File: config.mk
export PLATFORM = sky130hd
export DESIGN_NAME = pipe_reg_chain
export DESIGN_NICKNAME = d
export VERILOG_FILES = /design/src/rtl/pipe_pkg.sv /design/src/rtl/pipe_slot.sv /design/src/rtl/pipe_reg_chain.sv
export SDC_FILE = /design/constraint.sdc
export NUM_CORES = 1
export LEC_CHECK = 0
export ABC_CLOCK_PERIOD_IN_PS = 2700
export BUFFER_PORTS_ARGS = -buffer_cell sky130_fd_sc_hd__buf_4
export CORE_AREA = 2 2 95 133
export CTS_CLUSTER_SIZE = 40
export DETAILED_ROUTE_END_ITERATION = 10
export DIE_AREA = 0 0 97 135
export PLACE_DENSITY = 0.51
export SLEW_MARGIN = 40
export SYNTH_ARGS = -nofsm -noshare
export SYNTH_HDL_FRONTEND = slang
export SYNTH_SLANG_ARGS = --single-unit
export TNS_END_PERCENT = 100
File: constraint.sdc
create_clock -name Clk -period 2.7 [get_ports Clk]
set_clock_uncertainty 0.2 [all_clocks]
set_input_delay 0.54 -clock Clk [delete_from_list [all_inputs] [get_ports Clk]]
set_output_delay 0.54 -clock Clk [all_outputs]
set_load 0.01 [all_outputs]
File: src/rtl/pipe_pkg.sv
// Shared defaults, depth limits and count-width helper for the register chain.
// No logic; imported by the chain top and its stage slot.
package pipe_pkg;

    localparam int PIPE_WIDTH_DEF = 32;
    localparam int PIPE_DEPTH_DEF = 2;
    localparam int PIPE_DEPTH_MIN = 1;
    localparam int PIPE_DEPTH_MAX = 16;

    // Bits needed to represent an occupancy of 0..depth inclusive.
    function automatic int count_width(input int depth);
        return (depth < 1) ? 1 : $clog2(depth + 1);
    endfunction

endpackage

File: src/rtl/pipe_slot.sv
// One pipeline stage: a valid bit plus a data register with load/advance control.
// Latency: 1 cycle from load to v/d. Backpressure: holds its word while neither loaded nor advanced.
// Flush drops the valid bit but leaves the data register untouched.
module pipe_slot
    import pipe_pkg::*;
#(
    parameter int               WIDTH       = PIPE_WIDTH_DEF,
    parameter logic [WIDTH-1:0] RESET_VALUE = '0
) (
    input  logic             Clk,
    input  logic             Rst,
    input  logic             Flush,
    input  logic             load,
    input  logic [WIDTH-1:0] load_dat,
    input  logic             advance,
    output logic             v,
    output logic [WIDTH-1:0] d
);

    always_ff @(posedge Clk) begin
        if (Rst) begin
            v <= 1'b0;
            d <= RESET_VALUE;
        end else begin
            if (load && !Flush) begin
                d <= load_dat;
            end
            // A reload wins over an advance, so a word moving out is replaced in place.
            if (Flush) begin
                v <= 1'b0;
            end else if (load) begin
                v <= 1'b1;
            end else if (advance) begin
                v <= 1'b0;
            end
        end
    end

endmodule

File: src/rtl/pipe_reg_chain.sv
// Valid/ready register chain of DEPTH stages with bubble collapse and flush.
// Latency: DEPTH cycles push-to-output; one word per cycle with Out_Ready high.
// Backpressure: stalls only stages whose successor is full and not moving; In_Ready is combinational.
module pipe_reg_chain
    import pipe_pkg::*;
#(
    parameter int               WIDTH       = PIPE_WIDTH_DEF,
    parameter int               DEPTH       = PIPE_DEPTH_DEF,
    parameter logic [WIDTH-1:0] RESET_VALUE = '0
) (
    input  logic                          Clk,
    input  logic                          Rst,
    input  logic                          Flush,
    input  logic                          In_Valid,
    input  logic [WIDTH-1:0]              In_Data,
    output logic                          In_Ready,
    output logic                          Out_Valid,
    output logic [WIDTH-1:0]              Out_Data,
    input  logic                          Out_Ready,
    output logic [count_width(DEPTH)-1:0] Count
);

    localparam int CW = count_width(DEPTH);

    if (DEPTH < PIPE_DEPTH_MIN || DEPTH > PIPE_DEPTH_MAX) begin : g_depth_err
        $error("pipe_reg_chain: DEPTH out of range");
    end

    logic [DEPTH-1:0] v;
    logic [DEPTH-1:0] mv;
    logic [DEPTH-1:0] load;
    logic [WIDTH-1:0] d [DEPTH];
    logic             push;

    // Advance resolves from the output side back toward the input side.
    always_comb begin
        logic carry;
        mv           = '0;
        carry        = v[DEPTH-1] && Out_Ready;
        mv[DEPTH-1]  = carry;
        for (int i = DEPTH - 2; i >= 0; i--) begin
            carry = v[i] && (!v[i+1] || carry);
            mv[i] = carry;
        end
    end

    assign In_Ready = !Flush && (!v[0] || mv[0]);
    assign push     = In_Valid && In_Ready;

    always_comb begin
        load    = '0;
        load[0] = push;
        for (int i = 1; i < DEPTH; i++) begin
            load[i] = mv[i-1];
        end
    end

    for (genvar g = 0; g < DEPTH; g++) begin : g_slot
        logic [WIDTH-1:0] src;
        if (g == 0) begin : g_head
            assign src = In_Data;
        end else begin : g_body
            assign src = d[g-1];
        end

        pipe_slot #(
            .WIDTH       (WIDTH),
            .RESET_VALUE (RESET_VALUE)
        ) u_slot (
            .Clk      (Clk),
            .Rst      (Rst),
            .Flush    (Flush),
            .load     (load[g]),
            .load_dat (src),
            .advance  (mv[g]),
            .v        (v[g]),
            .d        (d[g])
        );
    end

    assign Out_Valid = v[DEPTH-1];
    assign Out_Data  = d[DEPTH-1];

    always_comb begin
        logic [CW-1:0] acc;
        acc = '0;
        for (int i = 0; i < DEPTH; i++) begin
            acc = acc + CW'(v[i]);
        end
        Count = acc;
    end

endmodule

==> results of run 1 <==
[state kept, by name, summed over array words and instances, names as in the netlist]
signal / flops
g_slot.u_slot.d: 64
g_slot.u_slot.v: 2
[path summary, 6_finish.rpt]
path	slack, ps	startpoint	to
worst min-delay path	230	Flush	g_slot[0].u_slot.v
worst max-delay path	670	g_slot[1].u_slot.v	In_Ready
worst min register to register	260	g_slot[0].u_slot.d[13]	g_slot[1].u_slot.d[13]
worst max register to register	1010	g_slot[1].u_slot.v	g_slot[0].u_slot.d[9]
[power breakdown]
group / switching, mW / total, mW / internal [mW]
registers: 0.0153 / 1.02 / 1.00
logic: 0.0767 / 0.166 / 0.0895
clock network: 0.403 / 1.10 / 0.693
[area by class of cell]
type                       instances  area (um2)
fill                            1249        8130
sequential                        66        1320
multi-input combinational        204        1290
timing repair buffer              80         613
clock buffer                      14         274
tap                              147         184
clock inverter                     2        10.0
[routing by layer]
| metal | up-vias | global-route usage (%) |
|---|---|---|
| met4 | 0 | 6.10 |
| met5 | - | 0 |
| met2 | 58 | 18.7 |
| met1 | 1057 | 13.2 |
| met3 | 9 | 2.64 |
| li1 | 1133 | - |
[critical path, stage by stage (launching register included)]
cell and delay, ps:
dfxtp_1 360, nor2b_2 280, a21oi_1 140, buf_4 170
[synth_stat cells, drive strengths merged]
cell     n
nor2     1
o21ai   32
or2b     1
buf     12
nand3   32
mux2i   32
nor2b    2
clkbuf  16
dfxtp   66
a21oi   35
ha       1
nor3     2
nand2b  66
[metrics by stage]
step / total power, mW / cell area, um2
finish: 2.28 / 3690
global route: 2.38 / 3690
CTS: 2.32 / 3690
detailed placement: 1.21 / 3410
global placement: 1.20 / 3410
floorplan: 1.14 / 2800
[cells by family (layout without fill, tap and decap cells)]
logic type / count (synthesis) / after routing / synth area share (%)
AND/OR/NAND/NOR: 104 / 104 / 21.7
multiplexers: 32 / 32 / 11.4
flip-flops: 66 / 66 / 47.2
adder cells (fa/ha/maj): 1 / 1 / 0.447
buffers and inverters: 28 / 96 / 6.80
AO/OA/AOI/OAI: 67 / 67 / 12.4
==> impl_metrics.py, run 1 <==
metrics = {
    "sta": {
        "layout_setup_ws_ps": 673,
        "hold_violations": 0,
        "setup_viol": 0,
        "relSlewSlack_pct": 49.3,
        "rsz0062_at_grt": "false",
        "fin_hold_ws_ps": 234,
        "clock.fmax_mhz": 493,
        "report.final.slew_viol_count": 0,
        "layout_min_cycle_time_ps": 2030,
        "final.setup.tns_ps": 0,
        "fin_crit_sh_pct": 75.1,
        "worst_pin_slew_ps": 760,
    },
    "drt": {
        "wl_per_cell_um": 13.8,
        "drc": 0,
        "drt_iter0_drc": 76,
        "via_count": 2257,
        "route.met3.wl_um": 313,
        "wl_um": 7100,
        "vias_per_cell": 4.40,
        "dr.pass1.iters": 5,
        "wl_met1_um": 3130,
        "wl_met2_um": 3510,
        "ant_nets": 0,
        "dr.max_layer_used": "met4",
    },
    "min_path": {
        "hold_path.class": "in2reg",
        "hold_depth": 2,
    },
    "placed_design": {
        "portBuffers": 72,
        "gp_congestion": 0.712,
        "post-place-ws_ps": 666,
        "place_inst": 497,
        "place_hpwl_um": 4570,
    },
    "global_routing": {
        "grt_pass1_wl_um": 11500,
        "grt_use_total_pct": 11.2,
        "grt_pass1_vias": 2195,
        "gr-total-overflow": 0,
        "antenna_found_initial": 0,
        "grt_max_degree": 96,
    },
    "synthesis": {
        "yosysSeqAreaShare_pct": 47.2,
        "synth.top_cell.area_share_pct": 47.2,
        "synth_nets": 336,
        "netlist_instances": 298,
        "postSynthAreaPerCell_um2": 9.39,
        "synth_area_um2": 2800,
        "synth_top_cell_by_area": "dfxtp_1",
        "synth_area_leaders": "dfxtp_1 (47%), nand2b_1 (15%), mux2i_1 (11%)",
        "ys_warn_count": 0,
        "ys_ff_latch": 66,
        "yosysUniqueCellTypes": 17,
    },
    "setup_path": {
        "path_max_fanout": 4,
        "critPathArrivalTime_ps": 1290,
        "startpoint_type": "register",
        "critPathCaptureType": "primary output",
        "rr_worst_depth": 4,
        "crit_type": "reg2out",
        "critical_path_required_ps": 1960,
    },
    "clocking": {
        "cts_inserted_buffers": 9,
        "cts-root-buf": "clkbuf_16",
        "htree_levels": 3,
        "cts_tree": "done",
        "cts_buffer_depth": 2,
        "clk_latency_ps": 330,
        "post-cts-setup-buffers": 0,
        "clk_pin_slew_worst_paths_ps": 50,
        "ctsResizeCount": 0,
        "numClockSinks": 66,
        "cts_hold_buf": 0,
    },
    "run_status": {
        "outcome": "finished clean",
    },
    "cells_and_area": {
        "nNetsFinal": 399,
        "layout.cells.non_filler": 513,
        "final_util_pct": 31.2,
        "final_cell_mix": "buf_4 (79), nand2b_1 (66), dfxtp_1 (66)",
        "layout_commonest_cell": "buf_4",
        "area_growth_syn_to_layout_pct": 32.0,
        "layout-drive-gt1-share_pct": 26.5,
        "diodes": 0,
    },
    "die": {
        "initial_core_util_pct": 23.7,
        "dieArea_um2": 13100,
        "coreArea_um2": 11800,
        "die_y_um": 135,
        "io_pins": 73,
        "num_rows": 47,
        "fp.dieW_um": 97,
    },
    "power": {
        "p_per_area_nw_per_um2": 618,
        "irDropWorstVdd_v": 0.000216,
        "p_leak_nw": 1.43,
    },
    "job": {
        "max_cap_viol_count": 0,
    },
}
No activity file was read; power rests on OpenSTA's default activity.
==> run 2, diff against run 1 <==
ABC_CLOCK_PERIOD_IN_PS = 1800   (was 2700)
PLACE_DENSITY = 0.52   (was 0.51)
clock period = 1.8 ns   (was 2.7 ns; I/O delays follow)
==> impl_metrics.py, run 2 (same netlist as run 1, synthesis figures left out) <==
metrics = {
    "placed_design": {
        "place_hpwl_um": 4690,
        "portBuffers": 72,
        "gp_congestion": 0.716,
    },
    "setup_path": {
        "critPathMaxStageDelay_ps": 330,
        "crit_type": "reg2out",
        "reg2reg_slack_ps": 270,
        "critPathCaptureType": "primary output",
        "critPathSlowestCell": "dfxtp_2",
        "path_max_fanout": 4,
        "critical_path_required_ps": 1240,
        "critPathArrivalTime_ps": 1190,
        "startpoint_type": "register",
        "path_cells": "nor2b_4 -> a21oi_1 -> buf_4",
    },
    "job": {
        "max_cap_viol_count": 0,
    },
    "power": {
        "switching_share_pct": 20.0,
        "irDropWorstVdd_v": 0.000443,
        "pwr-share-clk_pct": 52.7,
        "total_power_mw": 3.79,
        "p_leak_nw": 1.49,
        "p_per_area_nw_per_um2": 991,
        "p_comb_share_pct": 6.9,
        "p_sw_mw": 0.757,
        "p_int_mw": 3.03,
        "seqPwrFrac_pct": 40.4,
    },
    "sta": {
        "hold_violations": 0,
        "final.setup.tns_ps": 0,
        "relSlewSlack_pct": 74.0,
        "fin_hold_ws_ps": 44.8,
        "layout_min_cycle_time_ps": 1750,
        "clock.fmax_mhz": 570,
        "fin_crit_sh_pct": 97.4,
        "worst_pin_slew_ps": 390,
        "setup_viol": 0,
        "rsz0062_at_grt": "false",
        "report.final.slew_viol_count": 0,
    },
    "global_routing": {
        "antenna_found_initial": 0,
        "grt_max_degree": 52,
        "grt_use_total_pct": 10.9,
        "grt_pass1_vias": 2185,
        "grt_pass1_wl_um": 11200,
        "gr-total-overflow": 0,
    },
    "cells_and_area": {
        "layout_commonest_cell": "buf_4",
        "largest_register_ffs": 64,
        "largestRegisters": "g_slot.u_slot.d x64, g_slot.u_slot.v x2",
        "diodes": 0,
        "final_cell_mix": "buf_4 (82), nand2b_1 (66), dfxtp_1 (64)",
        "final_util_pct": 32.3,
        "layout-drive-gt1-share_pct": 28.4,
        "regMostFlops": "g_slot.u_slot.d",
        "nNetsFinal": 404,
        "area_growth_syn_to_layout_pct": 36.6,
    },
    "drt": {
        "wl_per_cell_um": 13.7,
        "drt_iter0_drc": 85,
        "drc": 0,
        "vias_per_cell": 4.41,
        "dr.pass1.iters": 4,
        "wl_um": 7070,
        "via_count": 2281,
        "ant_nets": 0,
    },
    "clocking": {
        "clk_latency_ps": 330,
        "cts_buffer_depth": 2,
        "cts-root-buf": "clkbuf_16",
        "cts_tree": "done",
        "cts_inserted_buffers": 9,
        "cts_hold_buf": 0,
        "htree_levels": 3,
        "numClockSinks": 66,
        "clk_pin_slew_worst_paths_ps": 50,
    },
    "die": {
        "coreArea_um2": 11800,
        "die_y_um": 135,
        "dieArea_um2": 13100,
        "num_rows": 47,
        "initial_core_util_pct": 23.7,
        "fp.dieW_um": 97,
        "io_pins": 73,
    },
    "min_path": {
        "hold_path.class": "in2reg",
    },
    "run_status": {
        "outcome": "finished clean",
    },
}
[run 2: critical path, delay by kind of cell, from the launching register on]
family,cells,cell delay (ps)
flip-flops,1,330
AO/OA/AOI/OAI,1,230
buffers and inverters,1,170
AND/OR/NAND/NOR,1,130
[run 2: repair_timing]
item | 4_1_cts | 5_1_grt
setup endpoints to repair | 2 | 1
setup buffers | 0 | 1
gates resized for setup | 3 | 0
[run 2: final timing paths]
| check | startpoint | endpoint | depth (start not counted) |
|---|---|---|---|
| max | g_slot[1].u_slot.v | In_Ready | 3 |
| min | Flush | g_slot[0].u_slot.v | 2 |
| max reg2reg | g_slot[1].u_slot.v | g_slot[0].u_slot.d[20] | 5 |
| min reg2reg | g_slot[0].u_slot.d[3] | g_slot[1].u_slot.d[3] | 2 |
[run 2: power groups by stage]
stage	Sequential [mW]	Clock [mW]	Combinational [mW]
2_1_floorplan	1.56	0	0.157
3_3_place_gp	1.56	0	0.262
3_5_place_dp	1.56	0	0.265
6_report	1.53	2.00	0.262
5_1_grt	1.53	2.12	0.288
4_1_cts	1.53	2.05	0.267
[run 2: stage by stage]
stage               worst slack, ps  area [um2]  std cells
finish                         45.9        3820        517
global route                   10.8        3820        517
detailed placement              205        3460        501
floorplan                       241        2800        298
global placement                219        3460        501
CTS                            25.9        3810        516
[run 2: cell type report]
class | instances | area (um2)
Fill cell | 1254 | 8000
Sequential cell | 66 | 1320
Multi-Input combinational cell | 204 | 1300
Timing Repair Buffer | 85 | 676
Clock buffer | 10 | 239
Tap cell | 147 | 184
Clock inverter | 5 | 103
[run 2: per-layer routing]
layer	vias up	routed length [um]	track usage [%]
met5	-	0	0
met4	0	182	5.95
met3	14	305	2.85
met2	54	3480	17.5
met1	1068	3100	13.4
li1	1145	-	-
